--- src/rtl/neuron_lane_array.sv ---
// neuron_lane_array: NUM_LANES fixed-point dot-product neurons sharing one
// activation stream, each with its own weight stream and bias. Results are
// rounded/truncated, passed through ReLU or saturating linear activation and
// held under back-pressure until the downstream handshake.
// Optional build macro: ROUND_NEAREST_EN (round half up instead of floor).
module neuron_lane_array #(
    parameter int DATA_W     = 16,
    parameter int FRAC_W     = 15,
    parameter int ACC_W      = 48,
    parameter int NUM_LANES  = 4,
    parameter int NUM_INPUTS = 784
) (
    input  logic                        clk,
    input  logic                        rst,
    input  logic                        clr,
    input  logic                        act_sel,
    input  logic                        in_valid,
    output logic                        in_ready,
    input  logic signed [DATA_W-1:0]    data_in,
    input  logic [NUM_LANES*DATA_W-1:0] weight_in,
    input  logic [NUM_LANES*DATA_W-1:0] bias_in,
    output logic                        out_valid,
    input  logic                        out_ready,
    output logic [NUM_LANES*DATA_W-1:0] data_out,
    output logic                        busy
);

    localparam int CNT_W = (NUM_INPUTS > 1) ? $clog2(NUM_INPUTS) : 1;
    localparam logic [CNT_W-1:0] LAST_BEAT = CNT_W'(NUM_INPUTS - 1);

    // Output range of one DATA_W word, expressed at accumulator width.
    localparam logic signed [ACC_W-1:0] MAX_V = (ACC_W'(1) << (DATA_W - 1)) - ACC_W'(1);
    localparam logic signed [ACC_W-1:0] MIN_V = ~MAX_V;

    typedef enum logic {
        ACCUM = 1'b0,
        HOLD  = 1'b1
    } state_t;

    state_t                  state;
    state_t                  state_next;
    logic [CNT_W-1:0]        count;
    logic signed [ACC_W-1:0] acc [NUM_LANES];

    logic                      beat;
    logic                      final_beat;
    logic signed [ACC_W-1:0]   prod_ext_p0 [NUM_LANES];
    logic signed [ACC_W-1:0]   sum_p0      [NUM_LANES];
    logic        [DATA_W-1:0]  res_p0      [NUM_LANES];

    // Drop the fraction bits; with rounding enabled, add half an LSB first.
    // Guard bits in ACC_W keep the rounding add from overflowing.
    function automatic logic signed [ACC_W-1:0] scale_sum(input logic signed [ACC_W-1:0] s);
        logic signed [ACC_W-1:0] t;
        t = s;
`ifdef ROUND_NEAREST_EN
        t = t + (ACC_W'(1) << (FRAC_W - 1));
`endif
        return t >>> FRAC_W;
    endfunction

    // ReLU clamps negatives to zero; both modes saturate to the DATA_W range.
    function automatic logic [DATA_W-1:0] activate(input logic signed [ACC_W-1:0] v,
                                                   input logic relu);
        if (relu && v[ACC_W-1]) return '0;
        if (v > MAX_V)          return MAX_V[DATA_W-1:0];
        if (v < MIN_V)          return MIN_V[DATA_W-1:0];
        return v[DATA_W-1:0];
    endfunction

    assign in_ready   = (state == ACCUM);
    assign out_valid  = (state == HOLD);
    assign busy       = (count != '0) || out_valid;
    // An abort wins over any beat presented in the same cycle.
    assign beat       = in_valid && in_ready && !clr;
    assign final_beat = beat && (count == LAST_BEAT);

    // Per-lane product, running sum with bias, and activated result.
    always_comb begin
        for (int k = 0; k < NUM_LANES; k++) begin
            logic signed [2*DATA_W-1:0] a_ext;
            logic signed [2*DATA_W-1:0] w_ext;
            logic signed [2*DATA_W-1:0] prod;
            logic        [DATA_W-1:0]   w_raw;
            logic        [DATA_W-1:0]   b_raw;
            logic signed [ACC_W-1:0]    bias_sh;
            w_raw   = weight_in[k*DATA_W +: DATA_W];
            b_raw   = bias_in[k*DATA_W +: DATA_W];
            a_ext   = $signed({{DATA_W{data_in[DATA_W-1]}}, data_in});
            w_ext   = $signed({{DATA_W{w_raw[DATA_W-1]}}, w_raw});
            prod    = a_ext * w_ext;
            prod_ext_p0[k] = $signed({{(ACC_W-2*DATA_W){prod[2*DATA_W-1]}}, prod});
            bias_sh = $signed({{(ACC_W-DATA_W){b_raw[DATA_W-1]}}, b_raw}) <<< FRAC_W;
            sum_p0[k] = acc[k] + prod_ext_p0[k] + bias_sh;
            res_p0[k] = activate(scale_sum(sum_p0[k]), act_sel);
        end
    end

    // Next-state logic: abort returns to ACCUM, final beat enters HOLD,
    // downstream handshake releases HOLD.
    always_comb begin
        state_next = state;
        if (clr) begin
            state_next = ACCUM;
        end else begin
            case (state)
                ACCUM:   if (final_beat) state_next = HOLD;
                HOLD:    if (out_ready)  state_next = ACCUM;
                default: state_next = ACCUM;
            endcase
        end
    end

    // State register.
    always_ff @(posedge clk or posedge rst) begin
        if (rst) state <= ACCUM;
        else     state <= state_next;
    end

    // Beat counter: wraps to zero on the final beat or an abort.
    always_ff @(posedge clk or posedge rst) begin
        if (rst)                      count <= '0;
        else if (clr || final_beat)   count <= '0;
        else if (beat)                count <= count + CNT_W'(1);
    end

    // Per-lane accumulators; final result registered into data_out.
    always_ff @(posedge clk or posedge rst) begin
        if (rst) begin
            for (int k = 0; k < NUM_LANES; k++) acc[k] <= '0;
            data_out <= '0;
        end else begin
            for (int k = 0; k < NUM_LANES; k++) begin
                if (clr || final_beat) acc[k] <= '0;
                else if (beat)         acc[k] <= acc[k] + prod_ext_p0[k];
                if (final_beat) data_out[k*DATA_W +: DATA_W] <= res_p0[k];
            end
        end
    end

endmodule

--- config.mk ---
export PLATFORM = sky130hd
export DESIGN_NAME = neuron_lane_array
export DESIGN_NICKNAME = d
export VERILOG_FILES = /design/src/rtl/neuron_lane_array.sv
export SDC_FILE = /design/constraint.sdc
export NUM_CORES = 2
export LEC_CHECK = 0
export ABC_AREA = 1
export CAP_MARGIN = 20
export CORE_MARGIN = 4
export CORE_UTILIZATION = 60
export DETAILED_ROUTE_END_ITERATION = 16
export PLACE_DENSITY = 0.78
export SYNTH_ARGS = -nofsm -noshare
export SYNTH_HDL_FRONTEND = slang
export SYNTH_SLANG_ARGS = --single-unit
--- constraint.sdc ---
create_clock -name clk -period 13.71 [get_ports clk]
set_clock_uncertainty 0.1 [all_clocks]
set_input_delay 2.742 -clock clk [delete_from_list [all_inputs] [get_ports clk]]
set_output_delay 2.742 -clock clk [all_outputs]
set_load 0.05 [all_outputs]
* Word-level counts from Yosys, hierarchy flattened *
Cells that the tools add are included.
Widths: inputs -> output; s select.

storage, ports and cells
  output and inout port bits = 67
  bits in registers = 267
  logic and storage cells = 104
  bits of input ports = 150

operators by class
  equality and inequality tests = 1
  add/subtract/negate cells = 9
  bitwise operators = 1
  muxes and demuxes = 62
  multiply operators = 4
  magnitude comparators = 8
  reduce and logical (&&, ||, !) cells = 12

operators by type and width
  kind                   count
  $mux 16                24
  $mux 48                8
  $add 48x31->48         4
  $add 48x32->48         4
  $gt 33x16->1 const B   4
  $lt 33x16->1 const B   4
  $mul 16x16->32         4
  $mux 1                 27
  $mux 10                2
  $add 10x1->10 const B  1
  $eq 10x10->1 const B   1
  $reduce_bool 10->1     1
  $logic_and 1x1->1      7
  $logic_or 1x1->1       2
  $pmux 1 s2             1
  $reduce_bool 2->1      1
  $logic_not 1->1        1
  $not 1->1              1

* Longest topological paths before layout *
  word-level depth = 11
  mapped depth = 50

* Worst setup path before layout *
OpenSTA, ideal clock, no wires.

  path type = input port to flip-flop
  start = in data_in[15]
  end = reg data_out[0]
  path buffers = 3
  cell stages on the path = 42
  data arrival time = 10.471 ns
  library setup time = 0.118 ns
  slack = 3.021 ns
  data required time = 13.492 ns
  cells stage by stage = buf_6 clkbuf_1 nand2_1 fa_1 inv_1 fa_1 inv_1 fa_1 fa_1 inv_1 fa_1 inv_1 fa_1 inv_1 ha_1 nand2_1 nor2_1 inv_1 (+6 left out) a21oi_1 xor2_1 inv_1 ha_1 inv_1 o21ai_0 a21oi_1 o21ai_0 a21oi_2 xor2_1 nand3_1 nand2_2 inv_1 nand2_2 buf_6 nand2_1 nand2_1 nand2_1

on the way
  cells in the longest elaborated chain, start to end = 10

ends and longest elaborated chain
  what                           RTL line  source
  start, declared                19        input logic signed [DATA_W-1:0] data_in,
  $mul 16x16->32 *               91        prod = a_ext * w_ext;
  $add 48x32->48 *               94        sum_p0[k] = acc[k] + prod_ext_p0[k] + bias_sh;
  $add 48x31->48 *               94
  $lt 33x16->1                   67        if (v < MIN_V) return MIN_V[DATA_W-1:0];
  $mux 1 (2 in a row)            67
  $mux 1                         66        if (v > MAX_V) return MAX_V[DATA_W-1:0];
  $mux 16                        68        return v[DATA_W-1:0];
  $mux 16                        67
  $mux 16 *                      66
  end signal, assigned by index  136       if (final_beat) data_out[k*DATA_W +: DATA_W] <= res_p0[k];
  end, declared                  24        output logic [NUM_LANES*DATA_W-1:0] data_out,

Every way passes the cells marked *; elsewhere a longest branch is shown, timed or not. The select of a mux whose other input is x is not followed.
A chain may end at the register's enable or synchronous reset.

* Final worst setup path *
  start = in weight_in[1]
  end = reg data_out[13]

on the way
  cells in the longest elaborated chain, start to end = 10

ends and longest elaborated chain
  what                 RTL line  source
  start, declared      20        input logic [NUM_LANES*DATA_W-1:0] weight_in,
  $mul 16x16->32 *     91
  $add 48x32->48 *     94
  $add 48x31->48 *     94
  $lt 33x16->1         67
  $mux 1 (2 in a row)  67
  $mux 1               66
  $mux 16              68
  $mux 16              67
  $mux 16 *            66

Marks and branches as above.

==> flow_summary.ini <==
[timing]
fin_ws_ns = 1.570
finalMaxSlewViolations = 0
finalSetupViolations = 0
slew_headroom_pct = 29.62
rsz0062_at_grt = false
hold_viol_final = 0
fin_crit_sh_pct = 88.55
fmax_mhz = 82.37
worst_slew_pin_slew_ns = 1.056
setup_tns_ns = 0
period_needed_ns = 12.14

[worst_setup_path]
cp.arrival_ns = 12.57
crit_top_cell = inv_1
critPathKind = input pin to flip-flop
path_delay_family = adder cells
critPathBufInv = 10
worstPathRequired_ns = 14.14
crit_path_start_kind = input pin
end_kind = flip-flop
cp_max_fo = 16
max_stage_delay_ns = 0.97
crit_slowest_cell = fa_1
rr_startpoint = acc[8]
crit_path_start = weight_in[1]

[floorplanning]
start_util_pct = 60.62
boundaryPins = 217
rows = 129
coreArea_um2 = 124100
dieArea_um2 = 131100
die_x_um = 362.1
fp.dieH_um = 362.1

[clock_network]
cts_root_buffer = clkbuf_16
cts-buffers-inserted = 45
post-cts-setup-buffers = 0
htree_levels = 2
clk_path_buf_depth = 3
cts_tree = yes
cts_resized = 0
clk_latency_ns = 0.65
path_clk_slew_ns = 0.05
cts_hold_buf = 0
clock-sinks = 267

[routing]
detail_route.wl_per_cell_um = 19.04
drc = 0
highest_layer = met4
wl_mm = 214.4
wl_met2_mm = 97.97
drt-met1-wl_mm = 88.43
via_count = 62370
post_drt_via_cell_ratio = 5.540
drtPass1Iterations = 8
met3_length_mm = 20.26
drt_iter0_drc = 5162
ant_nets = 0

[placed_design]
portBuffers = 216
routabilityCongestion = 0.9770
hpwl_mm = 174.2
place_ws_ns = 0.9400
dp_cells = 11170

[global_routing]
grt_max_degree = 136
grt_pass1_wl_mm = 351.6
gr-usage-all-layers_pct = 33.56
antenna_found_initial = 10
grt_overflow = 0
grt_pass1_vias = 66530

[run]
maxCapViolCount = 0

[synthesis]
synth_nets = 11800
synthArstFlopShare_pct = 100.0
ys_ff_latch = 267
syn_area_per_cell_um2 = 7.887
ys.warnings.count = 0
synth_cell_types = 64
synth-edff-count = 0
synth_ff_type = dfrtp_1
ys_seq_area_share_pct = 8.880
netlist_instances = 9540
syn-cell-area_um2 = 75240

[finish]
drive_gt1_share_pct = 2.934
fin_cells = 11260
layout_common_cells = inv_1, nand2_1, fa_1
nets = 11830
final_util_pct = 64.85
n_fill_cell = 10590
area_growth_pct = 6.976
layout_commonest_cell = inv_1

[worst_hold_path]
min_from = data_out[1]
min_path_type = flip-flop to flip-flop

[outcome]
outcome = finished, final reports clean
## cells in the mapped netlist, types with 67 or more instances
master	n	area, um^2
dfrtp_1	267	6681
clkbuf_1	236	885.9
nand2_1	2325	8727
fa_1	1452	29070
nand3_1	217	1086
nand4_1	67	419.2
a22o_1	89	779.5
ha_1	655	8195
xor2_1	150	1314
inv_1	2367	8885
a21oi_1	389	1947
nor2_1	495	1858
xnor2_1	93	814.5
o21ai_0	256	1281
## metrics by stage
step           area [um^2]  hold WS (ns)
6_report             80490        0.3809
5_1_grt              80470        0.4068
4_1_cts              80470        0.3839
3_5_place_dp         78870        0.3644
3_3_place_gp         78870        0.3654
2_1_floorplan        75240        0.3553
## worst min-delay path: stages (launching register included)
cell and delay (ns):
dfrtp_1 0.34, nand2_1 0.06, nand2_1 0.05
## path summary, 6_finish.rpt
path,to,slack [ns],depth (start not counted)
worst min-delay path,data_out[1],0.38,2
worst max-delay path,data_out[13],1.57,40
max in group asynchronous,acc[6],9.61,3
min in group asynchronous,data_out[33],2.46,2
worst max register to register,data_out[55],5.70,36
worst min register to register,data_out[1],0.38,2
## flip-flops by register name (all words and copies together) (netlist names)
register and cells:
acc 192, count 10, out_valid 1, data_out 64
## final cells by class
class / count / area (um^2) / area share [%]
antenna: 9 / 22.52 / 0.02798
clock buffer: 57 / 1252 / 1.556
clock inverter: 26 / 346.6 / 0.4306
inverter: 2381 / 8946 / 11.11
multi-input combinational: 6588 / 58410 / 72.57
sequential: 267 / 6681 / 8.301
tap: 1637 / 2048 / 2.545
timing repair buffer: 292 / 2778 / 3.451
## layer usage
metal	vias up	global-route usage (%)
li1	28560	-
met1	30630	45.87
met2	2707	53.89
met3	470	7.017
met4	0	11.14
met5	-	0
## cells by family (layout without fill, tap and decap cells)
group           Yosys count  in the layout  synth area share (%)
simple gates           3270           3270                 17.55
fa+ha+maj              2107           2107                 49.53
compound gates          966            966                 7.633
xor+xnor                245            245                 2.872
flops                   267            267                 8.880
buf+inv                2685           2756                 13.54
other cells               0              9                     0
Power is left out: the tool's default activity adds up to more than one toggle a clock period on the data nets, which glitch-free logic cannot reach.
